`config.mk`:
```
export PLATFORM = sky130hd
export DESIGN_NAME = instruction_fetch_unit
export DESIGN_NICKNAME = d
export VERILOG_FILES = /design/src/rtl/cpu_pkg.sv /design/src/rtl/program_counter.sv /design/src/rtl/instruction_fetch_unit.sv
export SDC_FILE = /design/constraint.sdc
export NUM_CORES = 1
export LEC_CHECK = 0
export ABC_CLOCK_PERIOD_IN_PS = 4300
export CORE_AREA = 2 2 69 71
export CTS_CLUSTER_SIZE = 10
export DETAILED_ROUTE_END_ITERATION = 6
export DIE_AREA = 0 0 71 73
export GPL_ROUTABILITY_DRIVEN = 0
export HOLD_SLACK_MARGIN = 0.08
export PLACE_DENSITY = 0.8
export SLEW_MARGIN = 20
export SYNTH_ARGS = -nofsm -noshare
export SYNTH_HDL_FRONTEND = slang
export SYNTH_HIERARCHICAL = 1
export SYNTH_SLANG_ARGS = --single-unit
```
`constraint.sdc`:
```
create_clock -name clk -period 4.3 [get_ports clk]
set_input_delay 0.86 -clock clk [delete_from_list [all_inputs] [get_ports clk]]
set_output_delay 0.86 -clock clk [all_outputs]
set_load 0.05 [all_outputs]
```
`src/rtl/cpu_pkg.sv`:
```
// rtl/cpu_pkg.sv - shared CPU constants: widths, opcodes, fetch FSM encoding
package cpu_pkg;

  // Default datapath widths
  localparam int ADDR_W_DEF  = 8;
  localparam int INSTR_W_DEF = 16;

  // Opcode field occupies the top OPC_W bits of an instruction word
  localparam int OPC_W = 5;
  typedef logic [OPC_W-1:0] opcode_t;

  localparam opcode_t OPC_NOP = 5'h00;
  localparam opcode_t OPC_LDA = 5'h01;
  localparam opcode_t OPC_STA = 5'h02;
  localparam opcode_t OPC_ADD = 5'h03;
  localparam opcode_t OPC_SUB = 5'h04;
  localparam opcode_t OPC_AND = 5'h05;
  localparam opcode_t OPC_OR  = 5'h06;
  localparam opcode_t OPC_XOR = 5'h07;
  localparam opcode_t OPC_JMP = 5'h08;
  localparam opcode_t OPC_JZ  = 5'h09;
  localparam opcode_t OPC_JNZ = 5'h0A;
  localparam opcode_t OPC_HLT = 5'h1F;

  // Fetch FSM state encoding
  localparam logic [1:0] FETCH_IDLE = 2'd0;
  localparam logic [1:0] FETCH_REQ  = 2'd1;
  localparam logic [1:0] FETCH_DONE = 2'd2;

endpackage

```
`src/rtl/program_counter.sv`:
```
// rtl/program_counter.sv - PC register with increment/jump mux and MAR capture
module program_counter
  import cpu_pkg::*;
#(
  parameter int ADDR_W   = ADDR_W_DEF,
  parameter int RESET_PC = 0
) (
  input  logic              clk,
  input  logic              reset,
  input  logic              enable,
  input  logic              pc_load,
  input  logic              pc_sel,
  input  logic              mar_load,
  input  logic [ADDR_W-1:0] target,
  output logic [ADDR_W-1:0] pc,
  output logic [ADDR_W-1:0] mar
);

  logic [ADDR_W-1:0] pc_q;
  logic [ADDR_W-1:0] mar_q;
  logic [ADDR_W-1:0] base_addr;

  // A jump fetches from the target; a sequential step fetches from the current PC
  always_comb begin
    base_addr = pc_sel ? target : pc_q;
  end

  // PC and MAR only move while the fetch engine is idle; increment wraps naturally
  always_ff @(posedge clk) begin
    if (reset) begin
      pc_q  <= ADDR_W'(RESET_PC);
      mar_q <= '0;
    end else if (enable) begin
      if (pc_load) begin
        pc_q <= base_addr + 1'b1;
      end
      if (mar_load) begin
        mar_q <= pc_load ? base_addr : pc_q;
      end
    end
  end

  assign pc  = pc_q;
  assign mar = mar_q;

endmodule

```
`src/rtl/instruction_fetch_unit.sv`:
```
// rtl/instruction_fetch_unit.sv - PC/MAR/IR holder running the instruction memory read handshake
module instruction_fetch_unit
  import cpu_pkg::*;
#(
  parameter int ADDR_W   = ADDR_W_DEF,
  parameter int INSTR_W  = INSTR_W_DEF,
  parameter int TIMEOUT  = 15,
  parameter int RESET_PC = 0
) (
  input  logic               clk,
  input  logic               reset,
  input  logic               pc_load,
  input  logic               pc_sel,
  input  logic               mar_load,
  input  logic               fetch_start,
  output logic [ADDR_W-1:0]  imem_addr,
  output logic               imem_req,
  input  logic               imem_ack,
  input  logic [INSTR_W-1:0] imem_rdata,
  output logic [INSTR_W-1:0] instruction,
  output logic [ADDR_W-1:0]  pc,
  output logic               busy,
  output logic               fetch_done,
  output logic               fetch_err
);

  // Counter holds the number of REQ cycles already spent without an ack
  localparam int CNT_W = (TIMEOUT > 1) ? $clog2(TIMEOUT) : 1;
  localparam logic [CNT_W-1:0] CNT_LAST = CNT_W'(TIMEOUT - 1);
  localparam logic [INSTR_W-1:0] HLT_WORD = {OPC_HLT, {(INSTR_W - OPC_W){1'b0}}};

  logic [1:0]         state;
  logic [CNT_W-1:0]   tmo_cnt;
  logic [INSTR_W-1:0] ir_q;
  logic               req_q;
  logic               busy_q;
  logic               done_q;
  logic               err_q;

  program_counter #(
    .ADDR_W   (ADDR_W),
    .RESET_PC (RESET_PC)
  ) u_program_counter (
    .clk      (clk),
    .reset    (reset),
    .enable   (~busy_q),
    .pc_load  (pc_load),
    .pc_sel   (pc_sel),
    .mar_load (mar_load),
    .target   (ir_q[ADDR_W-1:0]),
    .pc       (pc),
    .mar      (imem_addr)
  );

  // Fetch FSM: request, wait for ack or timeout, pulse done, return to idle
  always_ff @(posedge clk) begin
    if (reset) begin
      state   <= FETCH_IDLE;
      tmo_cnt <= '0;
      ir_q    <= '0;
      req_q   <= 1'b0;
      busy_q  <= 1'b0;
      done_q  <= 1'b0;
      err_q   <= 1'b0;
    end else begin
      case (state)
        FETCH_IDLE: begin
          if (fetch_start) begin
            state   <= FETCH_REQ;
            req_q   <= 1'b1;
            busy_q  <= 1'b1;
            tmo_cnt <= '0;
          end
        end
        FETCH_REQ: begin
          // Ack is checked first so a last-cycle ack beats the timeout
          if (imem_ack) begin
            ir_q   <= imem_rdata;
            req_q  <= 1'b0;
            done_q <= 1'b1;
            state  <= FETCH_DONE;
          end else if (tmo_cnt == CNT_LAST) begin
            ir_q   <= HLT_WORD;
            err_q  <= 1'b1;
            req_q  <= 1'b0;
            done_q <= 1'b1;
            state  <= FETCH_DONE;
          end else begin
            tmo_cnt <= tmo_cnt + 1'b1;
          end
        end
        FETCH_DONE: begin
          done_q <= 1'b0;
          busy_q <= 1'b0;
          state  <= FETCH_IDLE;
        end
        default: begin
          req_q  <= 1'b0;
          busy_q <= 1'b0;
          done_q <= 1'b0;
          state  <= FETCH_IDLE;
        end
      endcase
    end
  end

  assign imem_req    = req_q;
  assign instruction = ir_q;
  assign busy        = busy_q;
  assign fetch_done  = done_q;
  assign fetch_err   = err_q;

endmodule
```
* Yosys cells after proc, flatten, opt, wreduce, memory -nomap -nowiden
Cells that the tools add are included.
** Word-level totals
- Register bits after elaboration :: 42
- Bits in latches :: 0
- RAM bits :: 0
- ROM bits :: 0
- Output and inout bits :: 36
- Logic and storage cells :: 55
- Memories :: 0
** Operators by class
- $add $sub $neg :: 2
- $mul :: 0
- Div/mod/pow operators :: 0
- Magnitude comparators :: 0
- Eq/ne operators :: 7
- Shift-type cells :: 0
- Mux-type cells :: 20
- Bitwise operators :: 5
- Reductions and logical operators :: 12
** Operator list (count)
- 2-to-1 mux 16 bit :: 2
- 2-to-1 mux 8 bit :: 2
- 2-to-1 mux 4 bit :: 3
- AND reduction 2 bit :: 6
- adder 8 x 1 -> 8 bit, second input constant :: 1
- one-hot mux 4 bit (2 select lines) :: 1
- 2-to-1 mux 2 bit :: 3
- != test 2 bit, second input constant :: 3
- AND reduction 3 bit :: 2
- 2-to-1 mux 1 bit :: 5
- inverter 1 bit :: 5
- adder 4 x 1 -> 4 bit, second input constant :: 1
- == test 4 bit, second input constant :: 1
- one-hot mux 1 bit (2 select lines) :: 2
- one-hot mux 2 bit (2 select lines) :: 1
- AND reduction 4 bit :: 1
- nonzero test 2 bit :: 2
- != test 3 bit, second input constant :: 1
- one-hot mux 1 bit (3 select lines) :: 1
- == test 2 x 1 -> 1 bit, second input constant :: 1
- == test 2 bit, second input constant :: 1
- zero test 2 bit :: 1

* Logic depth before layout (Yosys ltp)
Gate-level depths: netlist (run 1).
- Depth after elaboration :: 4
- Mapped depth :: 7
- Depth with buffers taken out :: 6

* Cells and area by module
The synthesis (run 1) kept the hierarchy.
** By module, submodules not included
- program_counter :: times used 1, cells an instance 137, area an instance 1098.6 sq um, sequential area each 320.3 sq um
- instruction_fetch_unit :: times used 1, cells an instance 113, area an instance 1038.5 sq um, sequential area each 520.5 sq um

* Worst setup path before layout (run 1)
No wires, ideal clock.
- Path kind :: input to register
- From :: in pc_sel
- To :: reg u_program_counter.pc_q[6], in the netlist u_program_counter/pc[6]
- Arrival :: 2.125 ns
- Required time :: 4.194 ns
- Path slack :: 2.069 ns
- Stages on the path :: 6
- Buffers on the path :: 1
- Path through :: buf_6 mux2_2 ha_1 nand4_1 a22oi_1 o311ai_0
** On the way
- Cells in the longest elaborated chain, start to end :: 2
** RTL lines
- start, declared :: RTL line instruction_fetch_unit.sv:13 : input logic pc_sel,
- 2-to-1 mux 8 bit :: RTL line program_counter.sv:25 : base_addr = pc_sel ? target : pc_q;
- adder 8 x 1 -> 8 bit :: RTL line program_counter.sv:35 : pc_q <= base_addr + 1'b1;
- end signal, assigned :: RTL line program_counter.sv:31 : pc_q <= ADDR_W'(RESET_PC);
- end signal, assigned :: RTL line program_counter.sv:35
- end, declared :: RTL line program_counter.sv:19 : logic [ADDR_W-1:0] pc_q;
No other way between the ends.
A chain may end at the register's enable or synchronous reset.

* Final worst setup path (run 1)
Ends and elaborated chain as after synthesis.

==> results of run 1 <==
## kinds of logic after synthesis
logic type	Yosys count	share of synthesized area, %
flip-flops	42	39.34
buffers and inverters	23	6.089
AO/OA/AOI/OAI	79	24.77
multiplexers	9	4.508
adder cells (fa/ha/maj)	3	1.757
AND/OR/NAND/NOR	94	23.54
## worst paths after layout
check | endpoint | slack [ps] | start
hold reg to reg | u_program_counter/mar[0]$_SDFFE_PP0P_ | 450 | u_program_counter/mar[0]$_SDFFE_PP0P_
setup reg to reg | u_program_counter/pc[4]$_SDFFE_PP0P_ | 2530 | u_program_counter/pc[0]$_SDFFE_PP0P_
setup / recovery | u_program_counter/pc[6]$_SDFFE_PP0P_ | 1520 | pc_sel
hold / removal | u_program_counter/mar[0]$_SDFFE_PP0P_ | 450 | u_program_counter/mar[0]$_SDFFE_PP0P_
## state kept, by name, summed over array words and instances, names as in the netlist
signal and flops:
instruction 16, u_program_counter/mar 8, u_program_counter/pc 8, tmo_cnt 4, state 2, busy 1
fetch_done 1, fetch_err 1, imem_req 1
## layout make-up
type / instances / area, sq um
clock inverters: 1 / 30.03
well taps: 54 / 67.56
repair buffers: 61 / 603.1
clock buffers: 6 / 82.58
inverters: 7 / 26.28
flip-flops and latches: 42 / 840.8
multi-input cells: 185 / 1166
fillers: 408 / 1719
## layer usage
layer,wire (um),up-vias
met5,0,-
met4,72,0
met3,218,8
met2,2536,48
met1,2290,951
li1,-,1025
## where the power goes
group	leakage, nW	internal (mW)	switching (mW)
sequential	0.342	0.406	0.0169
clock	0.0573	0.186	0.131
combinational	0.620	0.0712	0.116
total	1.02	0.663	0.263
## through the flow
| stage | power [mW] | cells | area (sq um) | worst slack [ps] | util, % |
|---|---|---|---|---|---|
| after floorplan | 0.5542 | 250 | 2137 | 2069 | - |
| after global placement | 0.6164 | 349 | 2704 | 1310 | 59.61 |
| after detailed placement | 0.6184 | 349 | 2704 | 1221 | 59.61 |
| after CTS | 0.9347 | 356 | 2816 | 1530 | 62.10 |
| after global routing | 0.9631 | 356 | 2816 | 1410 | 62.10 |
| final | 0.9266 | 356 | 2816 | 1521 | 62.10 |
## critical path, stage by stage
cell and delay, ps:
clkdlybuf4s50_1 450, buf_4 320, mux2_2 400, ha_1 300, nand4_1 180, a22oi_1 120, o311ai_0 320
## layout by cell type, fill, tap and decap left out, types with 2 or more instances in the layout
cell type	n
nand3b_1	2
nor3_1	5
dfxtp_1	42
a311oi_1	5
inv_1	6
or3_1	3
nor3b_1	2
a31oi_1	6
and2_1	2
o211a_1	2
and3_1	4
clkdlybuf4s50_1	58
o21ai_0	23
buf_4	3
ha_1	3
mux2i_1	4
nand4_1	4
o221a_2	5
mux2_2	5
nand3_1	11
nand2b_1	3
nor2_1	15
clkbuf_8	6
nand2_1	30
nor2b_1	3
o2111ai_1	3
a21oi_1	21
==> impl_metrics.py, run 1 <==
metrics = {
    "detailed_routing": {
        "ant_nets": 0,
        "drt_iter0_drc": 140,
        "routed_wirelength_um": 5118,
        "vias": 2032,
        "wl_per_cell_um": 14.38,
        "first_pass_iters": 4,
        "drc": 0,
        "vias_per_cell": 5.708,
    },
    "die": {
        "core_area_sq_um": 4536,
        "pin_count": 59,
        "fp.dieH_um": 73,
        "rows": 25,
        "die-area_sq_um": 5183,
        "start_util_pct": 47.12,
        "die_x_um": 71,
    },
    "clock_tree": {
        "cts_tree": "done",
        "post_cts_resize_count": 0,
        "cts_setup_buffers": 0,
        "cts_sinks": 42,
        "cts_hold_buf": 0,
        "clk_latency_ps": 300,
        "cts_buffers": 5,
        "htree_levels": 2,
        "cts_root_buf": "clkbuf_8",
        "clk_pin_slew_ps": 70,
        "cts_buffer_depth": 2,
    },
    "status": {
        "outcome": "completed",
    },
    "global_routing": {
        "grt_pass1_wl_um": 8459,
        "top_usage_layer": "met2",
        "grt_max_degree": 36,
        "grtUsageMet2_pct": 35.41,
        "grt_use_met3_pct": 4.420,
        "track_usage_pct": 20.37,
        "antenna_found_initial": 0,
        "gr-usage-met1_pct": 25.09,
        "grt_pass1_vias": 1887,
        "gr-total-overflow": 0,
    },
    "sta": {
        "max_freq_mhz": 359.9,
        "fin_crit_sh_pct": 64.62,
        "slew_viol_final": 0,
        "hold_viol": 0,
        "clock_skew_ps": 6.414,
        "tightest_slew_ps": 717.2,
        "grt_setup_unrepaired": "false",
        "whs_ps": 452.1,
        "slew_headroom_pct": 52.03,
        "setup_violations": 0,
        "post-route-min-period_ps": 2779,
        "setup_tns_ps": 0,
    },
    "synthesis": {
        "synth-seq-area-share_pct": 39.34,
        "ys_types": 55,
        "synthArstFlopShare_pct": 0,
        "synth_top_area_share_pct": 39.34,
        "syn_nets": 276,
        "ys.flop_type": "dfxtp_1",
        "synth_top_cells_by_area": "dfxtp_1, o21ai_0, nand2_1, a21oi_1, mux2_2",
        "synth.avg_cell_area_sq_um": 8.548,
        "yosysTopAreaCell": "dfxtp_1",
        "ys_ff_latch": 42,
        "synth_common_cells": "dfxtp_1, nand2_1, o21ai_0",
        "syn-cell-area_sq_um": 2137,
        "synth_most_common_cell": "dfxtp_1",
        "synth_edf_count": 0,
        "yosys_warnings": 6,
        "synth_cells": 250,
    },
    "setup_path": {
        "crit_type": "in2reg",
        "reg2reg_depth": 6,
        "path_max_fanout": 35,
        "arrival_ps": 2970,
        "required_ps": 4490,
        "start_kind": "input pin",
        "endpoint_kind": "flip-flop",
    },
    "layout": {
        "diodes": 0,
        "drive_gt1_share_pct": 9.272,
        "fin_nets": 328,
        "syn2layout_area_growth_pct": 31.79,
    },
    "worst_hold_path": {
        "hold_depth": 2,
        "hold_class": "reg2reg",
    },
    "job": {
        "cap_violations": 0,
    },
    "pwr": {
        "p_leak_nw": 1.019,
        "ir_drop_v": 0.0002380,
        "power_density_nw_per_um2": 329.0,
    },
    "placement": {
        "hpwl_um": 3617,
        "port_buffers": 58,
    },
}
No activity file was read; power rests on OpenSTA's default activity.
==> run 2: changes to the inputs <==
--- a/config.mk
+++ b/config.mk
@@ -5,14 +5,14 @@
 export SDC_FILE = /design/constraint.sdc
 export NUM_CORES = 1
 export LEC_CHECK = 0
-export ABC_CLOCK_PERIOD_IN_PS = 4300
-export CORE_AREA = 2 2 69 71
+export ABC_CLOCK_PERIOD_IN_PS = 2800
+export CORE_AREA = 2 2 70 72
 export CTS_CLUSTER_SIZE = 10
 export DETAILED_ROUTE_END_ITERATION = 6
-export DIE_AREA = 0 0 71 73
+export DIE_AREA = 0 0 72 74
 export GPL_ROUTABILITY_DRIVEN = 0
 export HOLD_SLACK_MARGIN = 0.08
-export PLACE_DENSITY = 0.8
+export PLACE_DENSITY = 0.78
 export SLEW_MARGIN = 20
 export SYNTH_ARGS = -nofsm -noshare
 export SYNTH_HDL_FRONTEND = slang
==> constraint.sdc (replaced) <==
create_clock -name clk -period 2.8 [get_ports clk]
set_input_delay 0.56 -clock clk [delete_from_list [all_inputs] [get_ports clk]]
set_output_delay 0.56 -clock clk [all_outputs]
set_load 0.05 [all_outputs]
==> impl_metrics.py, run 2 (synthesis results as in run 1) <==
metrics = {
    "global_routing": {
        "gr-total-overflow": 0,
        "grt_pass1_wl_um": 8859,
        "antenna_found_initial": 0,
        "track_usage_pct": 20.90,
        "grt_max_degree": 32,
        "grt_pass1_vias": 2020,
    },
    "detailed_routing": {
        "wl_per_cell_um": 14.88,
        "vias_per_cell": 5.786,
        "ant_nets": 0,
        "vias": 2077,
        "routed_wirelength_um": 5341,
        "first_pass_iters": 4,
        "drt_iter0_drc": 139,
        "drc": 0,
    },
    "job": {
        "cap_violations": 0,
    },
    "die": {
        "core_area_sq_um": 4598,
        "pin_count": 59,
        "fp.dieH_um": 74,
        "die_x_um": 72,
        "rows": 25,
        "start_util_pct": 46.48,
        "die-area_sq_um": 5328,
    },
    "setup_path": {
        "crit_type": "in2reg",
        "arrival_ps": 2500,
        "required_ps": 2990,
        "path_max_fanout": 7,
        "r2r_slack_ps": 930,
        "reg2reg_depth": 6,
        "endpoint_kind": "flip-flop",
        "start_kind": "input pin",
    },
    "placement": {
        "dp_slack_ps": 194.2,
        "hpwl_um": 3792,
        "port_buffers": 58,
    },
    "layout": {
        "nFillCells": 435,
        "diodes": 0,
        "multiInputGateArea_sq_um": 1166,
        "seq_area_sq_um": 840.8,
        "largest_reg_flops": 16,
        "drive_gt1_share_pct": 9.836,
        "final_common_cell": "clkdlybuf4s50_1",
        "fin_nets": 330,
        "syn2layout_area_growth_pct": 31.50,
        "final_cell_mix": "clkdlybuf4s50_1, dfxtp_1, nand2_1, o21ai_0, a21oi_1",
    },
    "clock_tree": {
        "post_cts_resize_count": 0,
        "htree_levels": 2,
        "cts_root_buf": "clkbuf_8",
        "cts_buffers": 5,
        "cts_sinks": 42,
        "clk_latency_ps": 300,
        "cts_hold_buf": 0,
        "cts_setup_buffers": 0,
        "cts_tree": "done",
        "clk_pin_slew_ps": 80,
        "cts_buffer_depth": 2,
    },
    "worst_hold_path": {
        "hold_class": "reg2reg",
        "hold_depth": 2,
    },
    "sta": {
        "setup_violations": 0,
        "slew_headroom_pct": 65.78,
        "whs_ps": 457.0,
        "slew_viol_final": 0,
        "max_freq_mhz": 432.8,
        "timing.final.ws_setup_ps": 489.4,
        "grt_setup_unrepaired": "false",
        "setup_tns_ps": 0,
        "hold_viol": 0,
        "post-route-min-period_ps": 2311,
        "clock_skew_ps": 3.581,
        "tightest_slew_ps": 511.6,
        "fin_crit_sh_pct": 82.52,
    },
    "pwr": {
        "ir_drop_v": 0.0003005,
        "p_leak_nw": 1.020,
        "power_mw": 1.350,
        "power_density_nw_per_um2": 480.5,
    },
    "status": {
        "outcome": "completed",
    },
}
-- run 2: cell types whose count changed in the layout (fill, tap and decap cells not counted), sizes merged --
cell | before | now
buf | 3 | 5
bufinv | 1 | 0
clkbuf | 6 | 7
clkinv | 1 | 2
-- run 2: where the power goes --
group          switching, mW  internal, mW  total, mW
clock                  0.211         0.199      0.410
combinational          0.178         0.111      0.289
sequential            0.0269         0.624      0.651
total                  0.416         0.934       1.35
-- run 2: worst max-delay path, stage by stage --
cell and delay, ps:
clkdlybuf4s50_1 580, mux2_2 390, ha_1 300, nand4_1 180
a22oi_1 130, o311ai_0 360
-- run 2: layout make-up --
cell class	count	area share, %
Multi-Input combinational cell	185	41.50
Clock buffer	7	3.072
Clock inverter	1	0.1781
Sequential cell	42	29.92
Inverter	7	0.9350
Timing Repair Buffer	63	21.99
Tap cell	54	2.404
-- run 2: final timing paths --
check | startpoint | end
worst min-delay path | u_program_counter/mar[0]$_SDFFE_PP0P_ | u_program_counter/mar[0]$_SDFFE_PP0P_
worst min register to register | u_program_counter/mar[0]$_SDFFE_PP0P_ | u_program_counter/mar[0]$_SDFFE_PP0P_
worst max-delay path | pc_sel | u_program_counter/pc[6]$_SDFFE_PP0P_
worst max register to register | u_program_counter/pc[1]$_SDFFE_PP0P_ | u_program_counter/pc[6]$_SDFFE_PP0P_
-- run 2: per-stage QoR --
| stage | utilization [%] | instance area, sq um | cells |
|---|---|---|---|
| detailed placement | 59.13 | 2719 | 351 |
| global placement | 59.13 | 2719 | 351 |
| finish | 61.12 | 2810 | 359 |
| global route | 61.12 | 2810 | 359 |
| CTS | 61.12 | 2810 | 359 |
| floorplan | - | 2137 | 250 |
-- run 2: per-layer routing --
| layer | global-route usage, % | part of all wire (%) |
|---|---|---|
| met5 | 0 | 0 |
| met4 | 7.547 | 1.4 |
| met3 | 5.014 | 5.3 |
| met2 | 36.21 | 50 |
| met1 | 25.53 | 43 |
